--- src/rtl/mips_fetch_queue.sv ---
// MIPS fetch front end: fetch PC, credit-limited imem requests, tagged FIFO.
// Optional MIPS_FETCH_BYPASS_EN: empty-queue responses go straight to decode.
module mips_fetch_queue #(
  parameter int                ADDR_W   = 32,
  parameter logic [ADDR_W-1:0] RESET_PC = '0,
  parameter int                FQ_DEPTH = 4,
  parameter int                CNT_W    = 5
) (
  input  logic              clk,
  input  logic              reset,
  output logic              imem_req_o,
  output logic [ADDR_W-1:0] imem_addr_o,
  input  logic              imem_gnt_i,
  input  logic              imem_rvalid_i,
  input  logic [31:0]       imem_rdata_i,
  input  logic              redirect_i,
  input  logic [ADDR_W-1:0] redirect_pc_i,
  output logic              instr_valid_o,
  output logic [31:0]       instr_o,
  output logic [ADDR_W-1:0] instr_pc_o,
  input  logic              instr_ready_i,
  output logic [CNT_W-1:0]  fq_count_o
);

  localparam int PTR_W =
    (FQ_DEPTH > 1) ? $clog2(FQ_DEPTH) : 1;
  localparam logic [PTR_W-1:0] LAST =
    PTR_W'(FQ_DEPTH - 1);
  localparam logic [CNT_W:0] DEPTH_C =
    (CNT_W + 1)'(FQ_DEPTH);
  localparam logic [CNT_W-1:0] FULL_C =
    CNT_W'(FQ_DEPTH);
  localparam logic [ADDR_W-1:0] STEP =
    ADDR_W'(4);
  localparam logic [ADDR_W-1:0] ALIGN_M =
    ~ADDR_W'(3);

  typedef struct packed {
    logic [31:0]       instr;
    logic [ADDR_W-1:0] pc;
  } fq_entry_t;

  fq_entry_t         fq_mem [FQ_DEPTH];
  fq_entry_t         head;

  logic [ADDR_W-1:0] fetch_pc;
  logic [ADDR_W-1:0] resp_pc;
  logic [ADDR_W-1:0] tgt_pc;
  logic [CNT_W-1:0]  outstanding;
  logic [CNT_W-1:0]  out_nxt;
  logic [CNT_W-1:0]  out_rv;
  logic [CNT_W-1:0]  discard;
  logic [CNT_W-1:0]  count;
  logic [PTR_W-1:0]  wr_ptr;
  logic [PTR_W-1:0]  rd_ptr;
  logic [CNT_W:0]    credit_used;

  logic credit_ok;
  logic req;
  logic fire;
  logic accept;
  logic drop;
  logic empty;
  logic full;
  logic head_valid;
  logic push;
  logic pop;

  // request credit, response classification and counter next values
  always_comb begin
    credit_used = {1'b0, outstanding}
                + {1'b0, count};
    credit_ok   = credit_used < DEPTH_C;
    req         = reset & ~redirect_i & credit_ok;
    fire        = req & imem_gnt_i;
    accept      = imem_rvalid_i & ~redirect_i
                & (discard == '0);
    drop        = imem_rvalid_i & ~redirect_i
                & (discard != '0);
    empty       = count == '0;
    full        = count == FULL_C;
    tgt_pc      = redirect_pc_i & ALIGN_M;
    out_rv      = outstanding
                - CNT_W'(imem_rvalid_i);
    out_nxt     = out_rv + CNT_W'(fire);
  end

`ifdef MIPS_FETCH_BYPASS_EN
  logic byp;

  // head selection with empty-queue bypass of the live response
  always_comb begin
    byp        = accept & empty;
    head_valid = ~empty | byp;
    head       = empty ? {imem_rdata_i, resp_pc}
                       : fq_mem[rd_ptr];
    push       = accept & ~(byp & instr_ready_i);
    pop        = ~empty & instr_ready_i & ~redirect_i;
  end
`else
  // head selection straight from the queue
  always_comb begin
    head_valid = ~empty;
    head       = fq_mem[rd_ptr];
    push       = accept;
    pop        = ~empty & instr_ready_i & ~redirect_i;
  end
`endif

  // drive outputs; payload is zero while nothing is valid
  always_comb begin
    imem_req_o    = req;
    imem_addr_o   = fetch_pc;
    instr_valid_o = head_valid;
    instr_o       = head_valid ? head.instr : '0;
    instr_pc_o    = head_valid ? head.pc : '0;
    fq_count_o    = count;
  end

  // fetch PC: redirect target or advance on granted request
  always_ff @(posedge clk or negedge reset) begin
    if (!reset) begin
      fetch_pc <= RESET_PC;
    end else begin
      unique case (1'b1)
        redirect_i: fetch_pc <= tgt_pc;
        fire:       fetch_pc <= fetch_pc + STEP;
        default:    fetch_pc <= fetch_pc;
      endcase
    end
  end

  // response PC tag follows accepted responses
  always_ff @(posedge clk or negedge reset) begin
    if (!reset) begin
      resp_pc <= RESET_PC;
    end else begin
      unique case (1'b1)
        redirect_i: resp_pc <= tgt_pc;
        accept:     resp_pc <= resp_pc + STEP;
        default:    resp_pc <= resp_pc;
      endcase
    end
  end

  // in-flight count; redirect marks every survivor as stale
  always_ff @(posedge clk or negedge reset) begin
    if (!reset) begin
      outstanding <= '0;
      discard     <= '0;
    end else begin
      outstanding <= out_nxt;
      unique case (1'b1)
        redirect_i: discard <= out_rv;
        drop:       discard <= discard - 1'b1;
        default:    discard <= discard;
      endcase
    end
  end

  // queue pointers and occupancy; redirect flushes
  always_ff @(posedge clk or negedge reset) begin
    if (!reset) begin
      wr_ptr <= '0;
      rd_ptr <= '0;
      count  <= '0;
    end else if (redirect_i) begin
      wr_ptr <= '0;
      rd_ptr <= '0;
      count  <= '0;
    end else begin
      if (push)
        wr_ptr <= (wr_ptr == LAST) ? '0
                : wr_ptr + 1'b1;
      if (pop)
        rd_ptr <= (rd_ptr == LAST) ? '0
                : rd_ptr + 1'b1;
      count <= count + CNT_W'(push)
             - CNT_W'(pop);
    end
  end

  // queue storage; contents are masked until valid
  always_ff @(posedge clk) begin
    if (push)
      fq_mem[wr_ptr] <= {imem_rdata_i, resp_pc};
  end

  // credit accounting must never let a push hit a full queue
  a_no_overflow: assert property (
    @(posedge clk) disable iff (!reset)
    !(push && full)
  );

endmodule

--- config.mk ---
export PLATFORM = sky130hd
export DESIGN_NAME = mips_fetch_queue
export DESIGN_NICKNAME = d
export VERILOG_FILES = /design/src/rtl/mips_fetch_queue.sv
export SDC_FILE = /design/constraint.sdc
export NUM_CORES = 1
export LEC_CHECK = 0
export BUFFER_PORTS_ARGS = -buffer_cell sky130_fd_sc_hd__buf_4
export CAP_MARGIN = 20
export CORE_ASPECT_RATIO = 0.6
export CORE_MARGIN = 2
export CORE_UTILIZATION = 45
export DETAILED_ROUTE_END_ITERATION = 8
export PLACE_DENSITY = 0.68
export SLEW_MARGIN = 5
export SYNTH_ARGS = -nofsm -noshare
export SYNTH_HDL_FRONTEND = slang
export SYNTH_SLANG_ARGS = --single-unit
export TNS_END_PERCENT = 30
--- constraint.sdc ---
create_clock -name clk -period 5 [get_ports clk]
set_input_delay 0.5 -clock clk [delete_from_list [all_inputs] [get_ports clk]]
set_output_delay 0.5 -clock clk [all_outputs]
set_load 0.01 [all_outputs]
Yosys cells after proc, flatten, opt, wreduce, memory -nomap -nowiden
Memories as Yosys holds them, arrays and structs flattened.
Cells that the tools add are included.
- add/sub/neg operators: 10
- reduce and logical (&&, ||, !) cells: 7
- $lt $le $gt $ge: 1
- bitwise gates (word level): 10
- muxes and demuxes: 14
- equality and inequality tests: 2
- operator list (kind ; count):
    $pmux 32 s2 ; 2
    $add 32x3->32 const B ; 2
    $mux 32 ; 2
    $mux 2 ; 6
    $add 5x1->5 ; 2
    $logic_not 5->1 ; 2
    $pmux 5 s2 ; 1
    $sub 5x1->5 ; 2
    $and 1x1->1 ; 8
    $reduce_bool 2->1 ; 4
    $add 5x5->6 ; 1
    $lt 6x3->1 const B ; 1
    $mux 5 ; 1
    $reduce_bool 5->1 ; 1
    $sub 5x1->5 const B ; 1
    $add 2x1->2 const B ; 2
    $eq 2x2->1 const B ; 2
    $mux 1 ; 2
    $not 1->1 ; 2
- word-level logic and storage cells: 52
- RAM bits: 256
- flip-flop bits (word level): 83
- memories: 1
- memories (memory ; depth ; bits a word ; read ports ; clocked after memory_dff ; write ports ; RTL line ; source):
    fq_mem ; 4 ; 64 ; 1 ; 0 ; 1 ; 43 ; fq_entry_t fq_mem [FQ_DEPTH];

Logic depth before layout (Yosys ltp)
- depth after elaboration: 6
- depth in mapped cells: 15
- mapped depth without buffers: 15

Worst setup path before layout
OpenSTA, ideal clock, no wires.
- kind: flip-flop to flip-flop
- start: reg discard[0]
- end: mem fq_mem[0][10] in the netlist's numbering (enable)
- buffers on the path: 0
- data required time: 4573 ps
- data arrival time: 2874 ps
- cell stages (with the launch flop): 7
- setup slack: 1700 ps
- period minus slack after synthesis: 3300 ps
- library setup time: 427 ps
- path through: dfrtp_1 > inv_1 > ha_1 > nor4b_4 > nand2_1 > nor2_1 > and2_1
- word-level cells in the longest chain between the ends: 4
- ends and longest elaborated chain (what ; RTL line ; source):
    start, declared ; 52 ; logic [CNT_W-1:0] discard;
    start signal, assigned ; 154 ; redirect_i: discard <= out_rv;
    start signal, assigned ; 155 ; drop: discard <= discard - 1'b1;
    start signal, assigned ; 156 ; default: discard <= discard;
    $logic_not 5->1 ; 77 ; & (discard == '0);
    $and 1x1->1 ; 77 ;
    $mux 1 ; 185 ; if (push)
    $mux 1 (not written as such) ; 186 ; fq_mem[wr_ptr] <= {imem_rdata_i, resp_pc};
    end, declared ; 43 ;
Every way passes these cells.

Worst setup path in the final report
- start: reg count[3] (netlist: fq_count_o[3])
- end: reg count[4] (netlist: fq_count_o[4])
- word-level cells in the longest chain between the ends: 6
- elaborated cells between the ends (all ways): 7
- ends and longest elaborated chain (what ; RTL line ; source):
    start, declared ; 53 ; logic [CNT_W-1:0] count;
    start signal, assigned ; 178 ; count <= count + CNT_W'(push)
    branches (longest 4 deep; another with $add 5x1->5) ; -- ;
    $sub 5x1->5 (*) ; 179 ; - CNT_W'(pop);
    $mux 5 (*) ; 167 ; end else if (redirect_i) begin
Mark *: on every way between the ends.
A chain may end at the register's enable or synchronous reset.

==> run_results.csv <==
group,metric,value,unit
clocking,root_buffer,"clkbuf_16",
sta,worst_slack,1420,ps
synthesis,synth_area_leaders,"edfxtp_1, dfrtp_1, mux4_2",
synthesis,synth_area,14100,um^2
place,place_ws,1420,ps
critical_path,startpoint_type,"flip-flop",
final_layout,nets,1184,
place,io_buffers,166,
worst_hold_path,hold_class,"primary input to flip-flop",
critical_path,crit_buf_inv,3,
floorplan,io_pins,173,
floorplan,fp.dieArea,32900,um^2
floorplan,die_w,233,um
power,power,7.82,mW
critical_path,critPathArrivalTime,4000,ps
global_route,first_global_vias,8350,
synthesis,yosys_warnings,0,
critical_path,path_class,"flip-flop to flip-flop",
global_route,grt_antenna_before_repair,1,
critical_path,critical_path_depth,15,
synthesis,synth.top_cell.area_share,0.527,
detailed_routing,wl_per_cell,20.6,um
sta,min_period,3580,ps
clocking,path_clk_slew,70,ps
sta,fin_crit_sh,0.715,
synthesis,ys_seq_elements,327,
final_layout,drive_gt1_frac,0.288,
synthesis,synth_edf_count,248,
critical_path,cp-end-kind,"flip-flop",
sta,finalHoldWorstSlack,127,ps
synthesis,synth-main-ff-cell,"edfxtp_1",
place,dp_hpwl,21.0,mm
floorplan,coreArea,31000,um^2
critical_path,cpMaxStageDelayCell,"or4b_2",
outcome,outcome,"complete, no violations",
final_layout,fillers,2549,
floorplan,start_util,0.455,
sta,setup_viol,0,
final_layout,stdcell_count,1530,
critical_path,cp.required,5420,ps
final_layout,final_area,16900,um^2
sta,fin_skew,29.6,ps
critical_path,r2r_cells,15,
critical_path,crit_chain,"inv_1, ha_1, or4b_2, buf_4, nand2_1, nor2_1, ha_1, inv_1, ha_1, fa_1, a21oi_1, nor2_1, nor2_1, xnor2_1, nor2_1",
synthesis,synth_async_sr_flop_share,0.242,
place,placed_area,15800,um^2
detailed_routing,drt-pass1-iter-count,5,
final_layout,num_antenna_cells,0,
floorplan,die_y,141,um
sta,drv_slew,0,
power,p_leak,6.09,nW
detailed_routing,vias,8456,
detailed_routing,routed_wl,31.6,mm
synthesis,ys_top_cells_by_count,"edfxtp_1, dfrtp_1, and2_1",
synthesis,yosysTopAreaCell,"edfxtp_1",
synthesis,yosys.cell_count.top_type,"edfxtp_1",
synthesis,avgSynthCellArea,15.4,um^2
place,place_inst,1472,
final_layout,finish.utilization,0.545,
clocking,clock-sinks,327,
critical_path,cp_top_family,"simple AND/OR/NAND/NOR gates",
power,ir_drop,257,uV
synthesis,muxShareOfSynthArea,0.105,
synthesis,synth_cells,918,
clocking,cts_max_path_buffers,3,
worst_hold_path,hold_depth,1,
synthesis,synth-xor-area-share,0.0260,
synthesis,synth_top_family_by_area,"simple AND/OR/NAND/NOR gates",
detailed_routing,viasPerCell,5.53,
floorplan,fp-row-count,50,
sta,timing.fmax,0.280,GHz
clocking,cts_setup_buffers,0,
final_layout,multi_input_area,4430,um^2
global_route,grt_pass1_wl,48.5,mm
synthesis,synthDistinctLibCells,55,
sta,hold_violations,0,
detailed_routing,ant_nets,0,
sta,fin_setup_tns,0,ps
synthesis,ys_seq_area_frac,0.667,
critical_path,cp_common_cell,"nor2_1",
final_layout,regArea,9430,um^2
clocking,h-tree-depth,1,
clocking,cts_buffers,31,
clocking,cts_tree,"yes",
final_layout,areaGrowthSynthToFinish,19.8,%
global_route,overflow,0,
global_route,grt_max_degree,75,
synthesis,synth_compound_area_frac,0.0414,
sta,relSlewSlack,0.272,
critical_path,cp_max_fo,64,
power,power_density,462,nW/um^2
global_route,track_usage,0.193,
detailed_routing,drc,0,
detailed_routing,drtIter0Drc,697,
flow_run,maxCapViolCount,0,
synthesis,synth_simple_gate_area_frac,0.117,
synthesis,synthAdderAreaFrac,0.0218,
critical_path,cp_slowest_stage_delay,570,ps
sta,worstMarginPinSlew,1080,ps
sta,rsz0062_at_grt,"no",
place,gp_congestion,0.810,
clocking,clk_latency,570,ps
registers in the layout, summed over array words and instances, names as in the netlist:
name         flops
fq_count_o       5
fq_mem         248
wr_ptr           2
outstanding      5
imem_addr_o     30
discard          5
resp_pc         30
rd_ptr           2
layer usage:
layer,global-route usage,part of all wire,vias to the layer above,wire (um)
met2,0.293,0.46,230,14400
met3,0.0388,0.064,38,2020
met4,0.0379,0.016,0,510
met5,0,0,-,0
met1,0.290,0.46,4329,14600
li1,-,-,3859,-
logic make-up (layout without fill, tap and decap cells):
logic type | count (synthesis) | after routing
AOI/OAI and AO/OA | 92 | 92
adders and majority gates | 24 | 24
buffers and inverters | 69 | 262
other | 1 | 4
xor gates and xnor gates | 42 | 42
muxes | 71 | 71
and+or+nand+nor | 292 | 292
DFF | 327 | 327
path summary, 6_finish.rpt:
check | startpoint | end | slack [ps]
max in group asynchronous | reset | rd_ptr[0] | 3380
min in group asynchronous | reset | outstanding[4] | 400
max | fq_count_o[3] | fq_count_o[4] | 1420
min | imem_rdata_i[0] | fq_mem[3][32] | 130
max reg2reg | fq_count_o[3] | fq_count_o[4] | 1420
min reg2reg | outstanding[4] | outstanding[4] | 520
cell usage in the layout (no fill, tap or decap), types with 18 or more instances in the layout:
cell type    n
and2_1      69
inv_1       23
clkbuf_16   32
edfxtp_1   248
mux4_2      62
a21oi_1     21
nand2_1     57
o21ai_0     22
nand3_1     28
ha_1        23
buf_4      180
dfrtp_1     77
xnor2_1     33
nor3_1      18
nor2_1      43
power breakdown:
part	internal [mW]	total [mW]	switching, mW
logic	1.04	2.01	0.971
registers	3.07	3.31	0.234
clock network	1.48	2.50	1.02
total	5.60	7.82	2.22
cell type report:
cell class	instances	share of cell area
Multi-Input combinational cell	525	0.262
Inverter	24	0.00533
Tap cell	416	0.0308
Clock buffer	36	0.0482
Timing Repair Buffer	181	0.0805
Sequential cell	327	0.557
Clock inverter	21	0.0160
timing repair:
item                                    4_1_cts  5_1_grt
resized for setup                             0        0
hold buffers                                  1        0
endpoints found under the hold margin        14        0
endpoints found under the setup margin        0        0
No activity file was read; power rests on OpenSTA's default activity.
